`src/rtl/fifo_pkg.sv`:
```
`default_nettype none
// ============================================================================
// Module      : fifo_pkg
// Description : Shared widths, read-packer state encoding and clog2 helper.
// Revision    : 1.0  initial release
// ============================================================================
package fifo_pkg;

    localparam int c_dsize = 8;
    localparam int c_asize = 4;

    localparam logic [0:0] c_st_fill = 1'b0;
    localparam logic [0:0] c_st_hold = 1'b1;

    function automatic int clog2(input int value);
        int width;
        width = 0;
        for (int i = 0; i < 31; i++) begin
            if ((1 << i) < value) width = i + 1;
        end
        return width;
    endfunction

endpackage
`default_nettype wire

```
`src/rtl/rd_flush_timer.sv`:
```
`default_nettype none
// ============================================================================
// Module      : rd_flush_timer
// Description : Saturating idle counter; expire fires on the cycle it reaches TIMEOUT.
// Revision    : 1.0  initial release
// ============================================================================
module rd_flush_timer
    import fifo_pkg::*;
#(
    parameter int TIMEOUT = 16
) (
    input  logic clk,
    input  logic rst,
    input  logic arm,
    input  logic clear,
    output logic expire
);

    localparam int              c_tw   = clog2(TIMEOUT + 1);
    localparam logic [c_tw-1:0] c_max  = c_tw'(TIMEOUT);
    localparam logic [c_tw-1:0] c_last = c_tw'(TIMEOUT - 1);

    logic [c_tw-1:0] r_timer;

    always_ff @(posedge clk or posedge rst) begin
        if (rst) begin
            r_timer <= '0;
        end else if (clear) begin
            r_timer <= '0;
        end else if (arm && (r_timer != c_max)) begin
            r_timer <= r_timer + c_tw'(1);
        end
    end

    // Fires on the armed cycle that takes the count to TIMEOUT, so the beat is out next cycle.
    assign expire = arm && (r_timer >= c_last);

endmodule
`default_nettype wire

```
`src/rtl/fifo_read_packer.sv`:
```
`default_nettype none
// ============================================================================
// Module      : fifo_read_packer
// Description : Pops FIFO words and packs PACK of them into a valid/ready beat.
// Revision    : 1.0  initial release
// ============================================================================
module fifo_read_packer
    import fifo_pkg::*;
#(
    parameter int DSIZE   = c_dsize,
    parameter int PACK    = 4,
    parameter int TIMEOUT = 16
) (
    input  logic                         rclk,
    input  logic                         rrst,
    input  logic [DSIZE-1:0]             rdata,
    input  logic                         rempty,
    output logic                         rinc,
    output logic [DSIZE*PACK-1:0]        out_data,
    output logic [PACK-1:0]              out_keep,
    output logic                         out_valid,
    input  logic                         out_ready,
    input  logic                         flush_req,
    output logic [clog2(PACK+1)-1:0]     lane_cnt
);

    localparam int              c_lw   = clog2(PACK + 1);
    localparam logic [c_lw-1:0] c_pack = c_lw'(PACK);

    logic [0:0]      r_state, w_state_nxt;
    logic [c_lw-1:0] r_lane_cnt, w_lane_nxt, w_filled;
    logic [PACK-1:0] r_keep, w_keep_nxt, w_lane_sel;
    logic            w_empty, w_pop, w_handshake, w_to_hold, w_arm, w_clear, w_expire;

    // Reset forces empty so the pop strobe is held low and never X during reset.
    assign w_empty     = rempty | rrst;
    assign w_pop       = !w_empty && ((r_state == c_st_fill) || out_ready);
    assign w_filled    = r_lane_cnt + c_lw'(w_pop);
    assign w_handshake = (r_state == c_st_hold) && out_ready;
    assign w_arm       = (r_state == c_st_fill) && (r_lane_cnt != '0) && w_empty && !flush_req;
    assign w_clear     = w_pop || flush_req || w_to_hold;

    always_comb begin
        w_state_nxt = r_state;
        w_lane_nxt  = r_lane_cnt;
        w_keep_nxt  = r_keep;
        w_to_hold   = 1'b0;
        if (r_state == c_st_fill) begin
            w_lane_nxt = w_filled;
            if ((w_filled == c_pack) || ((w_filled != '0) && (flush_req || w_expire))) begin
                w_to_hold   = 1'b1;
                w_state_nxt = c_st_hold;
                for (int i = 0; i < PACK; i++) begin
                    w_keep_nxt[i] = (c_lw'(i) < w_filled);
                end
            end
        end else if (out_ready) begin
            w_state_nxt = c_st_fill;
            w_lane_nxt  = c_lw'(w_pop);
            w_keep_nxt  = '0;
        end
    end

    always_ff @(posedge rclk or posedge rrst) begin
        if (rrst) begin
            r_state    <= c_st_fill;
            r_lane_cnt <= '0;
            r_keep     <= '0;
        end else begin
            r_state    <= w_state_nxt;
            r_lane_cnt <= w_lane_nxt;
            r_keep     <= w_keep_nxt;
        end
    end

    // Each lane owns its register; a handshake clears all lanes, refilling lane 0 if popping.
    for (genvar i = 0; i < PACK; i++) begin : g_lane
        logic [DSIZE-1:0] r_word;

        assign w_lane_sel[i] = (r_lane_cnt == c_lw'(i));

        always_ff @(posedge rclk or posedge rrst) begin
            if (rrst) begin
                r_word <= '0;
            end else if (w_handshake) begin
                r_word <= ((i == 0) && w_pop) ? rdata : '0;
            end else if ((r_state == c_st_fill) && w_pop && w_lane_sel[i]) begin
                r_word <= rdata;
            end
        end

        assign out_data[i*DSIZE +: DSIZE] = r_word;
    end

    if (TIMEOUT > 0) begin : g_timer
        rd_flush_timer #(
            .TIMEOUT (TIMEOUT)
        ) u_timer (
            .clk    (rclk),
            .rst    (rrst),
            .arm    (w_arm),
            .clear  (w_clear),
            .expire (w_expire)
        );
    end else begin : g_no_timer
        assign w_expire = 1'b0;
    end

    assign rinc      = w_pop;
    assign out_valid = (r_state == c_st_hold);
    assign out_keep  = r_keep;
    assign lane_cnt  = r_lane_cnt;

endmodule
`default_nettype wire

```
`config.mk`:
```
export PLATFORM = sky130hd
export DESIGN_NAME = fifo_read_packer
export DESIGN_NICKNAME = d
export VERILOG_FILES = /design/src/rtl/fifo_pkg.sv /design/src/rtl/rd_flush_timer.sv /design/src/rtl/fifo_read_packer.sv
export SDC_FILE = /design/constraint.sdc
export NUM_CORES = 1
export LEC_CHECK = 0
export ABC_CLOCK_PERIOD_IN_PS = 3000
export BUFFER_PORTS_ARGS = -buffer_cell sky130_fd_sc_hd__buf_2
export CAP_MARGIN = 20
export CORE_AREA = 5 5 101 56
export DETAILED_ROUTE_END_ITERATION = 12
export DIE_AREA = 0 0 106 61
export PLACE_DENSITY = 0.73
export SLEW_MARGIN = 40
export SYNTH_ARGS = -nofsm -noshare
export SYNTH_HDL_FRONTEND = slang
export SYNTH_SLANG_ARGS = --single-unit
```
`constraint.sdc`:
```
create_clock -name rclk -period 3 [get_ports rclk]
set_input_delay 0 -clock rclk [delete_from_list [all_inputs] [get_ports rclk]]
set_output_delay 0 -clock rclk [all_outputs]
set_load 0.005 [all_outputs]
```
# Word level (Yosys, flattened, before mapping)
# Cells that the tools add are included.
# op_classes
n_addsub	2
order_cmp	5
n_eq_ne	6
mux	20
bitwise	2
reduce_logical	30
# op_table
operator	n
two-way mux 8 bit	9
logical AND 1 bit	13
two-way mux 4 bit	3
nonzero test 2 bit	6
two-way mux 5 bit	2
equality test 3 x 2 -> 1 bit (second input constant)	2
< comparator 1 x 3 -> 1 bit (first input constant)	2
< comparator 2 x 3 -> 1 bit (first input constant)	2
two-way mux 3 bit	2
nonzero test 3 bit	2
adder 5 x 1 -> 5 bit (second input constant)	1
greater-or-equal comparator 5 x 4 -> 1 bit (second input constant)	1
logical OR 1 bit	5
!= test 5 bit (second input constant)	1
two-way mux 1 bit	4
adder 3 x 1 -> 3 bit	1
equality test 3 x 1 -> 1 bit (second input constant)	1
equality test 3 bit (second input constant)	1
logical NOT 3 bit	1
logical NOT 1 bit	2
!= test 2 bit (second input constant)	1
AND reduction 2 bit	1
inverter 1 bit	1
bitwise OR 1 bit	1
# word_totals
reg_bits	45
inputBits	13
out_inout_bits	41
elab_cells	73

# Depth between registers and ports, before layout
# logic_depth
depth_word	12
ltp_mapped	9

# Hierarchy
# From an unflattened synthesis, not the netlist that was laid out.
# hier_totals
cells_unflattened	195
hier_area_um2	2059.5
# by_module_without_submodules
module	n_inst	cells_each	area_each_um2	seq_area_each_um2
fifo_read_packer	1	162	1747.9	1001.0
rd_flush_timer	1	33	311.5	125.1

# Worst setup path before layout
# Ideal clock, no wire load.
# synth_timing
path_type	register to register
from	register r_state, in the netlist out_valid
to	register g_timer.u_timer.r_timer[4]
setup_ns	0.111
arrival_time_ns	2.533
required_time_ns	2.889
setup_slack_ns	0.356
stages_incl_launch_ff	10
n_path_buf	1
period_less_slack_ns	2.644
cell_sequence	dfrtp_1 buf_6 nor2b_1 nor3_1 ha_1 ha_1 nor2_1 a21o_1 a22oi_4 a2111oi_2
# synth_lines
item	line	source
start: declaration	fifo_read_packer.sv:30	logic [0:0] r_state, w_state_nxt;
start signal: assignment	fifo_read_packer.sv:66	r_state <= c_st_fill;
start signal: assignment	fifo_read_packer.sv:70	r_state <= w_state_nxt;
inverter 1 bit (*)	fifo_read_packer.sv:37	assign w_pop = !w_empty && ((r_state == c_st_fill) || out_ready);
logical OR 1 bit (*)	fifo_read_packer.sv:37	
logical AND 1 bit (*)	fifo_read_packer.sv:37	
via rinc	fifo_read_packer.sv:18	output logic rinc,
adder 3 x 1 -> 3 bit	fifo_read_packer.sv:38	assign w_filled = r_lane_cnt + c_lw'(w_pop);
nonzero test 3 bit	fifo_read_packer.sv:50	if ((w_filled == c_pack) || ((w_filled != '0) && (flush_req || w_expire))) begin
logical AND 1 bit	fifo_read_packer.sv:50	
logical OR 1 bit	fifo_read_packer.sv:50	
two-way mux 1 bit	fifo_read_packer.sv:50	
two-way mux 1 bit	fifo_read_packer.sv:48	if (r_state == c_st_fill) begin
logical OR 1 bit (*)	fifo_read_packer.sv:41	assign w_clear = w_pop || flush_req || w_to_hold;
two-way mux 5 bit / nonzero test 2 bit (equally long branches)	n/a	
end signal: assignment	rd_flush_timer.sv:31	r_timer <= r_timer + c_tw'(1);
end: declaration	rd_flush_timer.sv:23	logic [c_tw-1:0] r_timer;
# Mark *: on every way through the listed nets, which the timed path passes. The rest lies on a longest branch.
# A chain may end at the register's enable or synchronous reset.

# Final worst setup path
# layout_timing
from	input port out_ready
to	register g_timer.u_timer.r_timer[4]
# layout_between
elab_chain_cells	10
# layout_lines
item	line	source
start: declaration	fifo_read_packer.sv:22	input logic out_ready,
logical OR 1 bit (*)	fifo_read_packer.sv:37	
logical AND 1 bit (*)	fifo_read_packer.sv:37	
adder 3 x 1 -> 3 bit	fifo_read_packer.sv:38	
nonzero test 3 bit	fifo_read_packer.sv:50	
logical AND 1 bit	fifo_read_packer.sv:50	
logical OR 1 bit	fifo_read_packer.sv:50	
two-way mux 1 bit	fifo_read_packer.sv:50	
two-way mux 1 bit	fifo_read_packer.sv:48	
logical OR 1 bit (*)	fifo_read_packer.sv:41	
two-way mux 5 bit / nonzero test 2 bit (equally long branches)	n/a	
# Every way passes the cells marked *; elsewhere a longest branch is shown, timed or not.

==> flow_summary_export.csv <==
group,metric,value,unit
floorplanning,dieArea,6470,µm²
setup_path,worstSetupStartpoint,"out_ready",
power,p_leak,1.53,nW
setup_path,cp_common_cell,"ha_1",
setup_path,reg2reg_depth,8,
setup_path,max_stage_delay,0.53,ns
detailed_routing,vias,1691,
detailed_routing,totalWireLength,5050,µm
power,ir_drop,0.000392,V
timing,grt_setup_unrepaired,"false",
setup_path,critical_path_arrival,2.70,ns
hold_path,min-delay-start,"rdata[0]",
detailed_routing,drtIter0Drc,92,
detailed_routing,antenna_left,0,
run_status,status,"completed",
clock_tree,clkSinkCount,45,
setup_path,end_kind,"flip-flop",
timing,relSlewSlack,55.8,%
detailed_routing,drc,0,
clock_tree,clk_pin_slew,0.08,ns
global_route,grt_usage,16.0,%
final_layout,layout_commonest_cell,"buf_2",
clock_tree,cts_made_buffers,5,
floorplanning,fp.coreArea,4680,µm²
flow_run,cap_viol_max_count,0,
yosys,synth_cell_types,43,
timing,hold_violations,0,
setup_path,critPathMaxFanout,7,
detailed_routing,vias_per_cell,5.28,
global_route,globalRouteOverflowTotal,0,
final_layout,instances_no_fill,320,
floorplanning,rows,18,
floorplanning,ios,54,
setup_path,rrSetupSlack,0.55,ns
final_layout,final_nets,277,
yosys,ys_seq_elements,45,
clock_tree,post-cts-setup-buffers,0,
setup_path,cp.required,3.19,ns
place,gp_congestion,0.907,
place,place.port_buffers,53,
clock_tree,clockBufferDepth,2,
final_layout,drive_gt1_share,28.8,%
timing,max_freq,399,MHz
setup_path,crit_slowest_cell,"dlygate4sd3_1",
setup_path,r2r-start,"out_valid",
yosys,ys.flop_type,"dfrtp_1",
clock_tree,h-tree-depth,2,
setup_path,cp-start-kind,"input port",
floorplanning,die_width,106,µm
hold_path,worst_hold_path_type,"in -> reg",
timing,finalCritPeriodShare,83.6,%
clock_tree,cts_tree,"built",
yosys,ys_seq_area_share,50.8,%
yosys,async_flop_share,100,%
final_layout,final_cell_mix,"buf_2, dfrtp_1, nor2_1",
timing,worst_pin_slew,0.655,ns
clock_tree,cts_resized,0,
clock_tree,cts_hold_buf,3,
yosys,syn_inst,200,
final_layout,diodes,0,
timing,slew_violations,0,
setup_path,path_cells,"dlygate4sd3_1 -> buf_2 -> nor2b_1 -> nor3_1 -> ha_1 -> ha_1 -> xnor2_1 -> a21o_1 -> a22oi_4 -> a2111oi_2",
setup_path,critPathBufInv,2,
timing,fin_tns_setup,0,ns
place,dpl.cell_count,309,
global_route,grt_pass1_vias,1533,
clock_tree,root_buffer,"clkbuf_8",
place,hpwl,3700,µm
floorplanning,initial_core_util,47.3,%
hold_path,holdPathEnd,"g_lane[0].r_word[0]",
yosys,avgSynthCellArea,11.1,µm²
final_layout,area_growth_syn_to_layout,20.5,%
timing,fin_crit,2.51,ns
hold_path,holdPathStages,3,
yosys,ys_warn_count,0,
timing,setup_violations,0,
yosys,synth_edf_count,0,
timing,clock_skew,0.00584,ns
clock_tree,clk_latency,0.29,ns
floorplanning,die_h,61,µm
setup_path,reg2reg_to,"g_timer.u_timer.r_timer[4]",
power,cellPowerDensity,813,nW/µm²
yosys,synth.net_count,218,
setup_path,path_class,"in -> reg",
power,power,2.17,mW
global_route,antenna_found_initial,0,
detailed_routing,drt-wirelength-per-cell,15.8,µm
final_layout,utilization,57.0,%
setup_path,critPathTopFamily,"compound AO/OA/AOI/OAI gates",
yosys,netlist_area,2220,µm²
final_layout,fill_cells,419,
detailed_routing,dr.pass1.iters,4,
global_route,grt_max_degree,31,
global_route,grt_pass1_wl,7960,µm
[metal layers]
layer / track usage [%] / wire, µm / vias to the layer above
met1: 25.8 / 2690 / 813
met5: 0 / 0 / -
met2: 21.1 / 2010 / 56
met3: 4.36 / 324 / 2
li1: - / - / 820
met4: 2.77 / 20 / 0
[sequential cells by signal, indices dropped and copies added (netlist names)]
| name | cells |
|---|---|
| g_lane.r_word | 32 |
| out_valid | 1 |
| g_timer.u_timer.r_timer | 5 |
| out_keep | 4 |
| lane_cnt | 3 |
[through the flow]
step | hold slack, ns | cell area (µm²) | setup WS (ns)
global placement | 0.0439 | 2540 | 0.737
floorplan | 0.0871 | 2220 | 0.356
CTS | 0.00133 | 2670 | 0.551
detailed placement | 0.0434 | 2540 | 0.576
global route | 0.0213 | 2670 | 0.354
finish | 0.00562 | 2670 | 0.491
[synth_stat cells (2+ instances only)]
cell type / instances / area, µm²
ha_1: 5 / 62.6
inv_1: 8 / 30.0
nand3b_1: 3 / 22.5
a21o_1: 2 / 15.0
clkbuf_1: 4 / 15.0
xnor2_1: 3 / 26.3
o21ai_0: 7 / 35.0
buf_6: 2 / 22.5
dfrtp_1: 45 / 1130
nand3_1: 2 / 10.0
mux2i_1: 34 / 340
nor2_1: 40 / 150
o2bb2ai_1: 2 / 17.5
nand4_1: 2 / 12.5
nor3_1: 6 / 30.0
buf_2: 2 / 10.0
a21oi_1: 4 / 20.0
nand2_1: 4 / 15.0
[how the worst max path moves through the flow]
stage,cells past startpoint,to
after global routing,10,g_timer.u_timer.r_timer[4]
after CTS,10,g_timer.u_timer.r_timer[4]
after floorplan,9,g_timer.u_timer.r_timer[4]
after global placement,8,g_timer.u_timer.r_timer[4]
after detailed placement,8,g_timer.u_timer.r_timer[4]
final,10,g_timer.u_timer.r_timer[4]
[worst min-delay path: cells and delay by family]
| family | cells | cell delay, ns |
|---|---|---|
| mux | 1 | 0.07 |
| buf+inv | 1 | 0.12 |
| simple gates | 1 | 0.07 |
[where the power goes]
group	leakage, nW	internal [mW]	switching [mW]
clock network	0.0542	0.208	0.201
logic	0.876	0.378	0.487
registers	0.603	0.775	0.121
[cell families (layout without fill, tap and decap cells)]
kind of cell	Yosys count	count (layout)	share of synthesized area, %
AO/OA/AOI/OAI	26	26	9.82
buffers and inverters	16	76	3.50
XOR/XNOR	3	3	1.19
multiplexers	34	34	15.4
adder cells (fa/ha/maj)	5	5	2.82
flip-flops	45	45	50.8
AND/OR/NAND/NOR	71	71	16.5
[cell type report]
class | count | area, µm² | area share, %
clock buffer | 7 | 96.3 | 3.61
multi-input combinational | 139 | 1010 | 37.9
tap | 60 | 75.1 | 2.81
clock inverter | 1 | 5.00 | 0.187
timing repair buffer | 60 | 325 | 12.2
sequential | 45 | 1130 | 42.2
inverter | 8 | 30.0 | 1.12
(Power assumes the default switching activity.)
